==> src/rtl/or_req_arbiter.sv <==
// Round-robin arbiter: one registered one-hot grant among N requesters, held until done or request drop.
// Optional forced release after MAX_HOLD grant cycles when ARB_TIMEOUT_EN is defined.
module or_req_arbiter #(
  parameter int N        = 4,
  parameter int MAX_HOLD = 16
) (
  input  logic                 clk,
  input  logic                 rst_n,
  input  logic [N-1:0]         req,
  input  logic                 done,
  output logic                 any_req,
  output logic [N-1:0]         gnt,
  output logic [$clog2(N)-1:0] gnt_id,
  output logic                 busy,
  output logic                 timeout
);
  localparam int IDW = $clog2(N);

  typedef enum logic {IDLE, GRANT} state_t;

  state_t         state_q, state_d;
  logic [N-1:0]   gnt_q, gnt_d;
  logic [IDW-1:0] gnt_id_q, gnt_id_d;
  logic [IDW-1:0] last_q, last_d;
  logic           rel_norm;

`ifdef ARB_TIMEOUT_EN
  localparam int HW = $clog2(MAX_HOLD + 1);
  logic [HW-1:0] hold_q, hold_d;
  logic          timeout_q, timeout_d;
  logic          rel_force;
`endif

  // First requester after the last-served one, wrapping modulo N.
  function automatic logic [IDW-1:0] pick(input logic [N-1:0] r, input logic [IDW-1:0] l);
    logic found;
    int   idx;
    pick  = l;
    found = 1'b0;
    for (int k = 1; k <= N; k++) begin
      idx = (int'(l) + k) % N;
      if (!found && r[idx]) begin
        pick  = IDW'(idx);
        found = 1'b1;
      end
    end
  endfunction

  assign any_req = |req;

  always_comb begin
    state_d  = state_q;
    gnt_d    = gnt_q;
    gnt_id_d = gnt_id_q;
    last_d   = last_q;
    rel_norm = 1'b0;
`ifdef ARB_TIMEOUT_EN
    hold_d    = hold_q;
    timeout_d = 1'b0;
    rel_force = 1'b0;
`endif
    case (state_q)
      IDLE: begin
        if (any_req) begin
          gnt_id_d = pick(req, last_q);
          gnt_d    = {{(N-1){1'b0}}, 1'b1} << gnt_id_d;
          state_d  = GRANT;
`ifdef ARB_TIMEOUT_EN
          hold_d   = '0;
`endif
        end
      end
      GRANT: begin
        rel_norm = done || !req[gnt_id_q];
`ifdef ARB_TIMEOUT_EN
        // hold_q counts completed grant cycles minus one; this edge ends cycle MAX_HOLD.
        rel_force = !rel_norm && (hold_q == HW'(MAX_HOLD - 1));
        if (rel_norm || rel_force) begin
          gnt_d     = '0;
          last_d    = gnt_id_q;
          state_d   = IDLE;
          timeout_d = rel_force;
        end else begin
          hold_d = hold_q + 1'b1;
        end
`else
        if (rel_norm) begin
          gnt_d   = '0;
          last_d  = gnt_id_q;
          state_d = IDLE;
        end
`endif
      end
      default: begin
        state_d = IDLE;
        gnt_d   = '0;
      end
    endcase
  end

  always_ff @(posedge clk or negedge rst_n) begin
    if (!rst_n) begin
      state_q  <= IDLE;
      gnt_q    <= '0;
      gnt_id_q <= '0;
      last_q   <= IDW'(N - 1);
    end else begin
      state_q  <= state_d;
      gnt_q    <= gnt_d;
      gnt_id_q <= gnt_id_d;
      last_q   <= last_d;
    end
  end

`ifdef ARB_TIMEOUT_EN
  always_ff @(posedge clk or negedge rst_n) begin
    if (!rst_n) begin
      hold_q    <= '0;
      timeout_q <= 1'b0;
    end else begin
      hold_q    <= hold_d;
      timeout_q <= timeout_d;
    end
  end
  assign timeout = timeout_q;
`else
  assign timeout = 1'b0;
`endif

  assign gnt    = gnt_q;
  assign gnt_id = gnt_id_q;
  assign busy   = (state_q == GRANT);
endmodule

==> config.mk <==
export PLATFORM = sky130hd
export DESIGN_NAME = or_req_arbiter
export DESIGN_NICKNAME = d
export VERILOG_FILES = /design/src/rtl/or_req_arbiter.sv
export SDC_FILE = /design/constraint.sdc
export NUM_CORES = 1
export LEC_CHECK = 0
export CAP_MARGIN = 20
export CORE_AREA = 2 2 39 41
export DETAILED_ROUTE_END_ITERATION = 16
export DIE_AREA = 0 0 41 43
export GPL_TIMING_DRIVEN = 0
export HOLD_SLACK_MARGIN = 0.08
export PLACE_DENSITY = 0.67
export SLEW_MARGIN = 5
export SYNTH_ARGS = -nofsm -noshare
export SYNTH_HDL_FRONTEND = slang
export SYNTH_SLANG_ARGS = --single-unit
==> constraint.sdc <==
create_clock -name clk -period 1.75 [get_ports clk]
set_input_delay 0.175 -clock clk [delete_from_list [all_inputs] [get_ports clk]]
set_output_delay 0.175 -clock clk [all_outputs]
set_load 0.01 [all_outputs]
---- After elaboration in Yosys (flattened, before gate mapping) ----
Cells that the tools add are included.
Widths: inputs -> output; s select.
word-level totals
  flip-flop bits (word level) ............. 9
  latch bits .............................. 0
  RAM bits ................................ 0
  memory bits (read-only) ................. 0
  input bits .............................. 7
  output and inout bits ................... 9
  logic and storage cells ................. 72
  memories kept ........................... 0
cells by class
  add/subtract/negate cells ............... 4
  multipliers ............................. 0
  divide/modulo/power cells ............... 0
  magnitude comparators ................... 5
  eq/ne operators ......................... 2
  shift-type cells ........................ 1
  multiplexer cells ....................... 35
  bitwise operators ....................... 5
  reductions and logical operators ........ 16
operator list
  cell                 count
  $mux 1               20
  $lt 3x4->1 const B   4
  $mux 2               6
  $bmux 1 s2           5
  $mux 4               2
  $pmux 4 s2           1
  $reduce_or 2->1      4
  $reduce_and 2->1     3
  $add 2x1->2 const B  2
  $add 2x2->2 const B  2
  $and 1x1->1 const A  4
  $logic_not 1->1      4
  $reduce_or 4->1      1
  $shl 1x2->4 const A  1
  $logic_and 1x1->1    3
  $lt 2x3->1 const B   1
  $ne 2x1->1 const B   1
  $ne 2x2->1 const B   1
  $pmux 1 s2           1
  $logic_or 1x1->1     1
  $not 1->1            1

---- Longest topological paths before layout ----
  depth in word-level cells ............... 27
  depth in mapped cells ................... 5
  depth with buffers taken out ............ 4

---- Least setup slack after synthesis ----
No wires, ideal clock.
  path kind ............................... register -> register
  from .................................... reg gnt_id_q[1], in the netlist gnt_id[1]
  to ...................................... reg last_q[1]
  data arrival time ....................... 1408 ps
  data required time ...................... 1665 ps
  path slack .............................. 257 ps
  stages on the path, launching flop included .. 5
  path buffers ............................ 0
  clock period less this slack ............ 1493 ps
  cell sequence ........................... dfrtp_1 -> mux2_2 -> nand3b_1 -> o311a_2 -> mux2_1
between the ends
  word-level cells in the longest chain between the ends .. 5
RTL lines
  what                          line  RTL
  start, declared               23    logic [IDW-1:0] gnt_id_q, gnt_id_d;
  start signal, assigned        110   gnt_id_q <= gnt_id_d;
  $bmux 1 s2                    74    rel_norm = done || !req[gnt_id_q];
  $mux 1 (implied by the code)  74
  $logic_not 1->1               74
  $logic_or 1x1->1              74
  $reduce_and 2->1 (no line)    -
  end signal, assigned          106   last_q <= IDW'(N - 1);
  end signal, assigned          111   last_q <= last_d;
  end, declared                 24    logic [IDW-1:0] last_q, last_d;
Several ways; a longest one is shown, not always the timed one. The select of a mux whose other input is x is not followed.
A chain may end at the register's enable or synchronous reset.

---- Worst setup path in the final report ----
  from .................................... in req[2]
  to ...................................... out any_req
between the ends
  word-level cells in the longest chain between the ends .. 1
RTL lines
  what             line  RTL
  start, declared  9     input logic [N-1:0] req,
  $reduce_or 4->1  49    assign any_req = |req;
  end, declared    11    output logic any_req,
Every way passes these cells.

==> results <==
-- per-stage QoR --
| stage | instances | worst slack (ns) |
|---|---|---|
| after floorplan | 48 | 0.2570 |
| after global placement | 78 | -0.1879 |
| after detailed placement | 78 | -0.1805 |
| after CTS | 82 | 0.01072 |
| after global routing | 83 | 0.02865 |
| final | 83 | 0.04642 |
-- state kept, by name, indices dropped and copies added, names as in the netlist --
register  flops
gnt_id        2
last_q        2
busy          1
gnt           4
-- final timing paths --
path | endpoint | depth (start not counted)
max reg2reg | last_q[1] | 4
max in group asynchronous | last_q[1] | 1
min | gnt[3] | 1
min reg2reg | busy | 2
max | any_req | 3
min in group clk | busy | 2
-- cell type report --
class                      count  area, µm²  area share (%)
inverter                       1      3.754          0.5396
clock buffer                   4      26.28           3.777
timing repair buffer          15      146.4           21.04
buffer                         2      22.52           3.237
sequential                     9      227.7           32.73
multi-input combinational     36      249.0           35.79
tap                           16      20.02           2.878
-- cells by family after synthesis --
kind of cell           count (synthesis)
AOI/OAI and AO/OA                     15
buffers and inverters                  3
DFF                                    9
muxes                                  4
other                                  1
and+or+nand+nor                       16
-- what timing repair did --
action | 4_1_cts | 5_1_grt
buffers inserted | 0 | 1
pin swaps | 0 | 1
endpoints found under the setup margin | 1 | 1
resized for setup | 1 | 0
-- layer usage --
metal  share of wire [%]  track usage (%)  vias up
met5                   0                0        -
met4                 2.2            10.00        0
met3                 4.4            1.571        5
met2                  49            22.19       13
met1                  45            20.41      197
li1                    -                -      215
-- cells in the mapped netlist (2+ instances only) --
cell type / instances / share of area [%]
sky130_fd_sc_hd__dfrtp_1: 7 / 35
sky130_fd_sc_hd__nand2_1: 6 / 4.5
sky130_fd_sc_hd__nor2_1: 4 / 3.0
sky130_fd_sc_hd__o21ai_0: 4 / 4.0
sky130_fd_sc_hd__o32ai_1: 4 / 7.0
sky130_fd_sc_hd__dfstp_2: 2 / 10
sky130_fd_sc_hd__mux2_1: 2 / 4.5
-- power by group --
part | switching (W) | total, W | internal (W)
combinational | 0.000258 | 0.000580 | 0.000322
clock | 0.0000706 | 0.000158 | 0.0000877
sequential | 0.0000906 | 0.000413 | 0.000322
total | 0.000420 | 0.00115 | 0.000732
==> results.md <==
Synthesis:
- The main combinational cell family by area after synthesis is compound AO/OA/AOI/OAI gates.
- The number of synthesized flops with an enable pin is 0.
- In this run, distinct cell masters in the synthesized netlist total 26.
- The number of flip-flops and latches in the synthesized netlist is 9.
- The main flop type after synthesis is sky130_fd_sc_hd__dfrtp_1.
- For this run, the register share of the synthesized area comes to 45.27%.
- Summing the areas of all xor and xnor instances in the mapped netlist gives 0% of the synthesized area.
- The number of warnings printed during yosys synthesis is 0.
- After Yosys synthesis, and, or, nand and nor cells account for 17.91% of the synthesized area.
- The synthesized netlist devotes 22.14% of its cell area to compound gates.
- The average size of a mapped cell is 10.48 µm².
- After Yosys synthesis, full adders, half adders and majority gates account for 0% of the synthesized area.
- Measured against the total synthesized area, the mux share comes to 8.706%.
- The net count after synthesis is 55.
- The post-synthesis async set-or-reset flop share is 100.0%.
- In this run the cell area of the synthesized design comes to 503.0 µm².
- The synthesized instance count is 48.

Power:
- The highest ir drop seen on vdd is 0.0009220 V.
- The total chip power is 0.001151 W.
- In this run the power density over the cells is 1655 nW/µm².
- For this design the static power due to leakage is 0.2876 nW.

Placed design:
- The placed wire-length estimate is 797.5 µm.
- The cell area after placement is 663.1 µm².
- The congestion estimate from routability-driven global placement came to 0.6918.
- During placement, the flow inserted port buffers numbering 14.

CTS:
- The tree is rooted in a sky130_fd_sc_hd__clkbuf_4.
- The CTS buffer count is 3.
- The number of buffers added to fix hold violations after cts is 0.
- In this run the number of H-tree levels came out at 1.
- TritonCTS built the clock tree.
- The number of buffers on the longest clock path is 2.
- The CTS clock-pin slew for the worst setup and hold paths is 0.06 ns.
- The number of sinks handled by clock tree synthesis is 9.
- At the later pin of the worst-skew pair, clock insertion delay measures 0.26 ns.

Critical path:
- The sum of buffers and inverters on the critical path is 2.
- The worst setup path is launched from an input pin.
- Among all stages on the critical path, the largest delay is contributed by sky130_fd_sc_hd__or4_4.
- The kind of critical path is input pin to primary output.
- STA classifies the critical path endpoint as a primary output.
- The maximum fanout along the worst path is 5.
- The largest single stage delay on the critical path is 0.56 ns.
- Across all register-to-register paths, the minimum setup slack is 0.19 ns.
- For the worst setup path, the data required time is 1.57 ns.
- Among cell families on the critical path, the largest total delay comes from buffers and inverters.
- The signal on the critical path passes through clkdlybuf4s50_1 > or4_4 > dlygate4sd2_1.
- The startpoint identified for the worst register-to-register timing path is gnt_id[1].
- The data arrival at the endpoint of the critical path is 1.53 ns.
- Tracing the worst setup path back leads to its startpoint at req[2].

STA:
- The final critical-path required period is 1.704 ns.
- Setup repair after global routing left no endpoint under its margin.
- The number of endpoints with negative hold slack in the final report came to 0.
- Setup violations remaining at the end of the flow were counted as 0.
- Dividing the final minimum period by the clock period gives 97.35%.
- The maximum clock rate is 587.0 MHz.
- After routing, the total negative slack on setup checks comes to 0 ns.
- Across the routed clock network, the largest skew measured is 0.003152 ns.
- The worst hold slack across all endpoints is 0.2021 ns.
- The count of final max-slew check failures was 0.

Route:
- The routed design has 1096 µm of wire.
- The number of DRC violations after detailed routing is 0.
- The first routing iteration left 6 violations.
- After detailed routing, the average wire length per cell comes to 13.20 µm.
- The first TritonRoute pass finished after 4 iterations.
- After detailed routing, the number of vias per cell comes to 5.181.
- The routed layout has 430 vias.
- The post-detailed-route count of antenna-violating nets is 0.

Global routing:
- The via count of the first global-routing pass is 450.
- Summed over all layers, the global routing overflow is 0.
- The number of antenna violations at the first check in global routing is 0.
- Global routing consumed, over all layers together, 15.22% of the routing resources.
- The maximum number of pins on one net before global-route repair is 11.
- The first global-routing pass estimated 1814 µm of wire.

Layout:
- Measured on the finished design, the core utilization comes to 50.27%.
- Leaving out fill and tap cells, the most frequent cells in the layout are sky130_fd_sc_hd__clkdlybuf4s50_1, sky130_fd_sc_hd__dfrtp_1, sky130_fd_sc_hd__nand2_1.
- Leaving out fill and tap cells, the most frequent cell in the layout is sky130_fd_sc_hd__clkdlybuf4s50_1.
- The fraction of layout cells with a size suffix above 1 is 19.40%.
- The area growth from synthesis to layout is 38.31%.
- The repair_antennas step left the layout with diodes totalling 0.
- The finished cells cover 695.7 µm².
- The number of nets in the final layout is 75.
- Counting the fill cells in the layout gives 133.

Floorplan:
- In this run the horizontal extent of the chip is 41 µm.
- The number of placement rows is 14.
- Once the floorplan was initialized, standard cells occupied 36.35% of the core.
- The die covers 1763 µm².
- The area of the placeable core is 1384 µm².
- The top-level port count is 16.
- The floorplan step set the die height to 43 µm.

Job:
- The tool flagged a number of max-cap violations equal to 0.

Run status:
- The run finished with clean final reports.

Hold path:
- The tightest min-delay check is of the input pin to asynchronous set/reset pin type.
(Power assumes the default switching activity.)
